### src/rtl/medidor_pulsos.sv
// medidor_pulsos: multi-channel pulse/period meter. Each channel counts clock cycles on its
// enable input: high time (i_modo=0) or rising-to-rising period (i_modo=1). Results saturate
// at all-ones and flag overflow.
//
// Ports:
//   i_clk       system clock, rising edge
//   i_rst_n     synchronous active-low reset
//   i_enable    per-channel measured signal (already synchronous)
//   i_modo      0 = high time, 1 = full period (all channels)
//   i_clear     synchronous abort/clear of all channels
//   o_periodo   last result per channel, channel i at [i*BIT_PERIODO +: BIT_PERIODO]
//   o_done      one-cycle strobe when a channel's result updates
//   o_overflow  latched result saturated
//   o_valid     sticky: a result has been latched since reset/clear
//   o_busy      channel is counting
module medidor_pulsos #(
  parameter int unsigned N_CANALES   = 4,
  parameter int unsigned BIT_PERIODO = 16
) (
  input  logic                               i_clk,
  input  logic                               i_rst_n,
  input  logic [N_CANALES-1:0]               i_enable,
  input  logic                               i_modo,
  input  logic                               i_clear,
  output logic [N_CANALES*BIT_PERIODO-1:0]   o_periodo,
  output logic [N_CANALES-1:0]               o_done,
  output logic [N_CANALES-1:0]               o_overflow,
  output logic [N_CANALES-1:0]               o_valid,
  output logic [N_CANALES-1:0]               o_busy
);

  typedef enum logic [0:0] {StIdle, StCount} state_e;

  localparam logic [BIT_PERIODO-1:0] CntOne = BIT_PERIODO'(1);

  state_e                 r_state [N_CANALES];
  logic [BIT_PERIODO-1:0] r_cnt [N_CANALES];
  logic [BIT_PERIODO-1:0] r_periodo [N_CANALES];
  logic [N_CANALES-1:0]   r_ovf;
  logic [N_CANALES-1:0]   r_enable_q;
  logic                   r_modo_q;
  logic [N_CANALES-1:0]   r_done;
  logic [N_CANALES-1:0]   r_overflow;
  logic [N_CANALES-1:0]   r_valid;

  logic [N_CANALES-1:0]   w_rise;
  logic [N_CANALES-1:0]   w_fall;
  logic                   w_modo_chg;

  assign w_rise     = i_enable & ~r_enable_q;
  assign w_fall     = ~i_enable & r_enable_q;
  assign w_modo_chg = i_modo ^ r_modo_q;

  always_ff @(posedge i_clk) begin
    if (!i_rst_n) begin
      // All-ones so a level already high at reset release does not look like a rise.
      r_enable_q <= '1;
      r_modo_q   <= 1'b0;
      r_done     <= '0;
      r_overflow <= '0;
      r_valid    <= '0;
      r_ovf      <= '0;
      for (int i = 0; i < N_CANALES; i++) begin
        r_state[i]   <= StIdle;
        r_cnt[i]     <= '0;
        r_periodo[i] <= '0;
      end
    end else begin
      r_enable_q <= i_enable;
      r_modo_q   <= i_modo;
      r_done     <= '0;
      for (int i = 0; i < N_CANALES; i++) begin
        if (i_clear) begin
          r_state[i]    <= StIdle;
          r_periodo[i]  <= '0;
          r_overflow[i] <= 1'b0;
          r_valid[i]    <= 1'b0;
        end else if (w_modo_chg) begin
          // Abort without a result; previous results are kept.
          r_state[i] <= StIdle;
        end else begin
          unique case (r_state[i])
            StIdle: begin
              if (w_rise[i]) begin
                r_cnt[i]   <= CntOne;
                r_ovf[i]   <= 1'b0;
                r_state[i] <= StCount;
              end
            end
            StCount: begin
              if ((!i_modo && w_fall[i]) || (i_modo && w_rise[i])) begin
                r_periodo[i]  <= r_cnt[i];
                r_overflow[i] <= r_ovf[i];
                r_done[i]     <= 1'b1;
                r_valid[i]    <= 1'b1;
                if (i_modo) begin
                  // Next period starts on the same edge: no gap between periods.
                  r_cnt[i] <= CntOne;
                  r_ovf[i] <= 1'b0;
                end else begin
                  r_state[i] <= StIdle;
                end
              end else if (r_cnt[i] == '1) begin
                r_ovf[i] <= 1'b1;
              end else begin
                r_cnt[i] <= r_cnt[i] + 1'b1;
              end
            end
            default: r_state[i] <= StIdle;
          endcase
        end
      end
    end
  end

  for (genvar g = 0; g < N_CANALES; g++) begin : gen_out
    assign o_periodo[g*BIT_PERIODO +: BIT_PERIODO] = r_periodo[g];
    assign o_busy[g] = (r_state[g] == StCount);
  end

  assign o_done     = r_done;
  assign o_overflow = r_overflow;
  assign o_valid    = r_valid;

endmodule

### config.mk
export PLATFORM = sky130hd
export DESIGN_NAME = medidor_pulsos
export DESIGN_NICKNAME = d
export VERILOG_FILES = /design/src/rtl/medidor_pulsos.sv
export SDC_FILE = /design/constraint.sdc
export NUM_CORES = 1
export LEC_CHECK = 0
export ABC_AREA = 1
export CORE_ASPECT_RATIO = 0.6
export CORE_MARGIN = 2
export CORE_UTILIZATION = 30
export CTS_CLUSTER_SIZE = 25
export DETAILED_ROUTE_END_ITERATION = 10
export HOLD_SLACK_MARGIN = 0.06
export REMOVE_ABC_BUFFERS = 1
export SETUP_SLACK_MARGIN = 0.1
export SLEW_MARGIN = 30
export SYNTH_ARGS = -nofsm -noshare
export SYNTH_HDL_FRONTEND = slang
export SYNTH_SLANG_ARGS = --single-unit
### constraint.sdc
create_clock -name i_clk -period 2.8 [get_ports i_clk]
set_input_delay 0.28 -clock i_clk [delete_from_list [all_inputs] [get_ports i_clk]]
set_output_delay 0.28 -clock i_clk [all_outputs]
set_load 0.01 [all_outputs]
==> results of run 1 <==
==> registers in the layout, indices dropped and copies added, names as in the netlist <==
signal,flops
r_cnt,64
o_done,4
o_overflow,4
r_periodo,64
r_ovf,4
r_modo_q,1
r_enable_q,4
o_valid,4
r_state,4
==> per-stage QoR <==
stage | hold slack, ns | cells
after floorplan | 0.349 | 789
after global placement | 0.431 | 1215
after detailed placement | 0.434 | 1215
after CTS | 0.443 | 1247
after global routing | 0.463 | 1247
final | 0.440 | 1247
==> power by group through the flow <==
| stage | Clock (µW) | Sequential [µW] | Combinational (µW) |
|---|---|---|---|
| floorplan | 0 | 2660 | 138 |
| global placement | 0 | 2660 | 311 |
| detailed placement | 0 | 2650 | 316 |
| CTS | 2570 | 2610 | 318 |
| global route | 2680 | 2620 | 347 |
| finish | 2500 | 2610 | 314 |
==> worst min path at each step <==
stage                   from       endpoint  cells after the start
2_1_floorplan        i_rst_n  r_enable_q[1]                      1
3_3_place_gp   o_overflow[0]  o_overflow[0]                      2
3_5_place_dp        r_ovf[0]       r_ovf[0]                      2
4_1_cts             r_ovf[0]       r_ovf[0]                      2
5_1_grt             r_ovf[0]       r_ovf[0]                      2
6_report       o_overflow[0]  o_overflow[0]                      2
==> cell usage in the layout, fill, tap and decap left out <==
cell | netlist | layout
a21oi_1 | 29 | 29
a21oi_2 | 5 | 5
buf_4 | 5 | 17
bufinv_16 | 0 | 5
clkbuf_1 | 1 | 2
clkbuf_16 | 0 | 17
clkdlybuf4s50_1 | 0 | 87
clkinv_1 | 0 | 1
clkinv_2 | 0 | 3
clkinv_4 | 0 | 2
clkinvlp_4 | 0 | 2
dfxtp_1 | 24 | 24
edfxtp_1 | 129 | 129
ha_1 | 4 | 4
inv_1 | 135 | 135
inv_2 | 1 | 1
inv_4 | 1 | 1
nand2_1 | 172 | 172
nand2_2 | 5 | 5
nand3_1 | 54 | 54
nand3_2 | 2 | 2
nand3_4 | 4 | 4
nand3b_1 | 1 | 1
nand4_1 | 17 | 17
nor2_1 | 154 | 154
nor2_2 | 6 | 6
nor2_4 | 1 | 1
nor2_8 | 1 | 1
nor3_1 | 7 | 7
o21ai_0 | 16 | 16
or2_2 | 1 | 1
xor2_1 | 20 | 20
==> layer usage <==
metal	up-vias	part of all wire [%]	global-route usage [%]	routed length, µm
met3	21	4.7	3.49	779
li1	2796	-	-	-
met1	2540	53	20.1	8840
met2	118	40	17.9	6630
met5	-	0	0	0
met4	0	1.7	4.83	289
==> cell type report <==
cell class	count	area [µm²]
clock buffer	19	433
clock inverter	13	201
fill	2449	14900
inverter	137	517
multi-input combinational	499	2330
sequential	153	4350
tap	322	403
timing repair buffer	104	998
==> cells by family (layout without fill, tap and decap cells) <==
family                     count (synthesis)  in the layout  share of synthesized area, %
AOI/OAI and AO/OA                         50             50                          3.66
xor gates and xnor gates                  20             20                          2.38
adders and majority gates                  4              4                         0.680
buffers and inverters                    155            273                          9.11
DFF                                      153            153                          59.2
and+or+nand+nor                          425            425                          25.0
==> critical path, cell delays in order, from the launching register on <==
cell	delay, ns
edfxtp_1	0.48
ha_1	0.27
nand3_1	0.15
nor2_2	0.05
buf_4	0.15
nand3_1	0.18
nand3_4	0.22
nand3_1	0.13
buf_4	0.25
==> metrics.md, run 1 <==
| Metric | Value |
|---|---|
| Routability cong. | between 0.8 and 0.9 |
| Top post-synthesis cells by count | 172 x nand2_1, 154 x nor2_1, 135 x inv_1 |
| Final WS setup | 0.618 ns |
| TritonCTS buffer count | 17 |
| Crit path time final | 2.18 ns |
| Num rows | 44 |
| Synth Instances | 807 |
| Worst hold path class | reg2reg |
| Antenna Violating Nets Remaining | 0 |
| Power Total | 5420 µW |
| Fin crit share | 77.9% |
| Area Overhead vs Synth | 25.6% |
| Avg Cell Area, Syn | about 9 µm² |
| P per Cell Area | 587 nW/µm² |
| Share of cells above drive strength 1 | 7.89% |
| Crit path DAT | between 2 and 2.5 ns |
| Logic pwr share | under 10% |
| Via count | around 5500 |
| GRT Util Overall | 13.3% |
| Final Util | 38.3% |
| First-pass iteration count of the detailed router | 5 |
| Worst setup path end | r_cnt[1][8] |
| Outcome | complete, no violations |
| Wire length of the first global-routing pass | 26.6 mm |
| Static Leak | 0.00377 µW |
| DPL Wire Length | ~12 mm |
| Fin Setup TNS | 0 ns |
| N_diodes | 0 |
| Bufs on Longest Clock Path | 2 |
| Critical Path RT | about 3 ns |
| Clk pwr share | 46.1% |
| Final nets | 924 |
| Vias per Instance | 4.39 |
| Syn. warnings | 0 |
| Startpoint types | flop |
| R2r setup slk | 0.62 ns |
| Clock root cell | clkbuf_16 |
| CP startpoint | r_cnt[1][0] |
| CTS tree | done |
| Io pins | 88 |
| Crit Path Max Fanout | 17 |
| Clock-pin slew on the worst setup and hold paths | 0.06 ns |
| Primary FF master, synth | edfxtp_1 |
| RSZ-0062 raised after global routing | false |
| Worst-Margin Slew | between 0.4 and 0.5 ns |
| Final setup vio count | 0 |
| Sw Pwr | 1170 µW |
| Worst slack at placement | between 0.2 and 0.25 ns |
| CTS sink cnt | about 150 |
| Clock latency at the later pin of the worst-skew pair | 0.43 ns |
| Die area | 25800 µm² |
| Max-cap violations | 0 |
| Final Hold Viols | 0 |
| Chip Height | 125 µm |
| Vias in the first global route | 5079 |
| Reg-to-Reg Start | r_cnt[1][0] |
| GR Overflow Total | 0 |
| Internal Pwr Total | 4250 µW |
| Async S/R FF share, synth | 0% |
| Main area contributors after synthesis | edfxtp_1 53%, nand2_1 8.8%, nor2_1 7.9% |
| CTS H-tree depth | 4 |
| Top cell type's share of synthesized area | 52.6% |
| # port buffers | 87 |
| Yosys cell types | 28 |
| Peak Freq | between 0.4 and 0.5 GHz |
| Drt initial violations | 348 |
| Number of synthesized flops with an enable pin | 129 |
| Cell taking the most area after synthesis | edfxtp_1 |
| Post-CTS Setup Bufs | 0 |
| Clock skew | 0.00659 ns |
| Setup crit end kind | flop |
| Area after DPL | 8610 µm² |
| Sw Share | 21.6% |
| Drc violations | 0 |
| Die width | 206 µm |
| Finished Cell Area | 9240 µm² |
| Post_cts resized | 0 |
| Cell area after synthesis | 7360 µm² |
| Initial antenna violation count | 0 |
| Core Box Area | between 20000 and 25000 µm² |
| Largest net degree at the start of global routing | 21 |
| Starting Density | a little under a third |
| WS Path Type | reg2reg |
| Register area share after synthesis | 59.2% |
| RR Endpoint | r_cnt[1][8] |
| Most frequent cell after synthesis | nand2_1 |
| # hold bufs at CTS | 0 |
| Slew headroom | 72.3% |
| Register bit total from synthesis | about 150 |
| R2R depth | 8 |
| Post-Route WL | 16.5 mm |
| VDD IR max | 0.000302 V |
| Register share of total power | 48.1% |
| WL/cell | 13.3 µm |
| Slew Limit Fails | 0 |
Note: power is estimated with default switching activity, not from simulation.
==> run 2, diff against run 1 <==
==> constraint.sdc (replaced) <==
create_clock -name i_clk -period 1.8 [get_ports i_clk]
set_input_delay 0.18 -clock i_clk [delete_from_list [all_inputs] [get_ports i_clk]]
set_output_delay 0.18 -clock i_clk [all_outputs]
set_load 0.01 [all_outputs]
==> run 2 against run 1 <==
Effect of this change:
- die area unchanged
- sequential share of layout area decreased by 4.4 points
- utilization increased by 4.0 points
- first-iteration DRC count decreased by 11%
- highest routed layer unchanged
==> metrics.md, run 2 (synthesized netlist as in run 1, its figures left out) <==
| Metric | Value |
|---|---|
| Peak Freq | 0.570 GHz |
| First-pass iteration count of the detailed router | 6 |
| Io pins | 88 |
| Worst hold path class | in2reg |
| CTS H-tree depth | 4 |
| Starting Density | a little under a third |
| Area Overhead vs Synth | 38.5% |
| P per Cell Area | 839 nW/µm² |
| Vias in the first global route | 5297 |
| # hold bufs at CTS | 0 |
| Static Leak | 0.00430 µW |
| Clock-pin slew on the worst setup and hold paths | 0.07 ns |
| Vias per Instance | 4.34 |
| Num rows | 44 |
| Outcome | complete, no violations |
| Largest net degree at the start of global routing | 18 |
| Critical Path RT | 2.00 ns |
| VDD IR max | roughly 0.00047 V |
| Crit path time final | roughly 1.8 ns |
| Initial antenna violation count | 1 |
| CTS sink cnt | 153 |
| R2R depth | 9 |
| Largest registers | r_cnt x64, r_periodo x64 |
| Drc violations | 0 |
| TritonCTS buffer count | 17 |
| Clock latency at the later pin of the worst-skew pair | 0.44 ns |
| Most common cell after layout, fill and taps aside | nand2_1 |
| Clock root cell | clkbuf_16 |
| Die area | approximately 26000 µm² |
| Bufs on Longest Clock Path | 2 |
| Fin crit share | 97.4% |
| Setup crit end kind | flop |
| Startpoint types | flop |
| Via count | 5763 |
| Chip Height | between 100 and 150 µm |
| Clock skew | 0.0166 ns |
| Drt initial violations | 310 |
| Hold_ws | 0.357 ns |
| Wire length of the first global-routing pass | 28.2 mm |
| Final Non-Filler Cells | 1327 |
| CP startpoint | r_cnt[3][0] |
| # port buffers | between 80 and 90 |
| Core Box Area | 24100 µm² |
| Share of cells above drive strength 1 | 18.1% |
| Hold Crit Depth | 3 |
| Die width | 206 µm |
| Post-Route WL | between 15 and 20 mm |
| Slew headroom | between 70% and 80% |
| Crit Path Max Fanout | 8 |
| WS Path Type | reg2reg |
| Slew Limit Fails | 0 |
| DPL Wire Length | 12.5 mm |
| GRT Util Overall | 14.2% |
| Antenna Violating Nets Remaining | 0 |
| CTS tree | done |
| Final setup vio count | 0 |
| Placed cells | 1279 |
| Crit path DAT | 1.96 ns |
| Reg-to-Reg Start | r_cnt[3][0] |
| Final Hold Viols | 0 |
| Max-cap violations | 0 |
| WL/cell | ~13 µm |
| Worst-Margin Slew | 0.359 ns |
| Routability cong. | 0.844 |
| GR Overflow Total | 0 |
| Final nets | 1003 |
| RSZ-0062 raised after global routing | true |
| Hold_sp | i_enable[1] |
| Commonest non-fill, non-tap cells in the layout | 164 x nand2_1, 150 x nor2_1, 132 x inv_1 |
## run 2: cell types whose count changed in the layout (fill, tap and decap cells not counted), sizes merged
cell,delta
clkdlybuf4s50,-2
diode,+1
dlygate4sd2,+1
clkbuf,+1
buf,+77
clkinv,+3
dlymetal6s2s,+1
bufinv,-1
clkinvlp,-1
## run 2: path summary, 6_finish.rpt
| path | endpoint | slack [ns] |
|---|---|---|
| max | r_cnt[3][9] | 0.05 |
| min | r_enable_q[1] | 0.36 |
| max reg2reg | r_cnt[3][9] | 0.05 |
| min reg2reg | r_ovf[0] | 0.45 |
## run 2: metrics by stage
step	cell area (µm²)	setup TNS, ns	util (%)	setup WS (ns)	power [µW]
floorplan	7200	-24.17	-	-0.320	4360
global placement	9210	-21.23	38.2	-0.198	4700
detailed placement	9210	-26.56	38.2	-0.225	4710
CTS	10100	0	41.8	0.111	8660
global route	10200	-0.0344	42.3	-0.00561	8880
finish	10200	0	42.3	0.0465	8550
## run 2: power by group
group	internal [µW]	switching, µW
clock	2370	1520
sequential	3960	81.8
combinational	299	328
total	6630	1930
## run 2: cell type report
cell class                      instances  area [µm²]
Tap cell                              322         403
Clock inverter                         14         199
Timing Repair Buffer                  183        1820
Fill cell                            2345       13900
Multi-Input combinational cell        499        2460
Inverter                              137         517
Clock buffer                           18         439
Antenna cell                            1        2.50
Sequential cell                       153        4350
## run 2: metal layers
metal | part of all wire (%) | global-route usage [%] | wire, µm
met1 | 52 | 20.8 | 9150
met4 | 1.2 | 4.75 | 219
met2 | 42 | 19.7 | 7470
met3 | 4.4 | 4.14 | 777
met5 | 0 | 0 | 0
## run 2: repair_timing
action                                  CTS  global route
setup buffers                             6             6
pin swaps                                 6             8
gates cloned                              3             1
gates resized for setup                  26            25
endpoints found under the setup margin   95            83
## run 2: worst max-delay path, stage by stage, from the launching register on
cell	delay [ns]
edfxtp_1	0.38
ha_2	0.20
nand2_2	0.06
inv_2	0.08
nand2_4	0.06
nor2_4	0.13
nand2_2	0.08
nand3_2	0.08
nand4_1	0.21
clkbuf_16	0.25
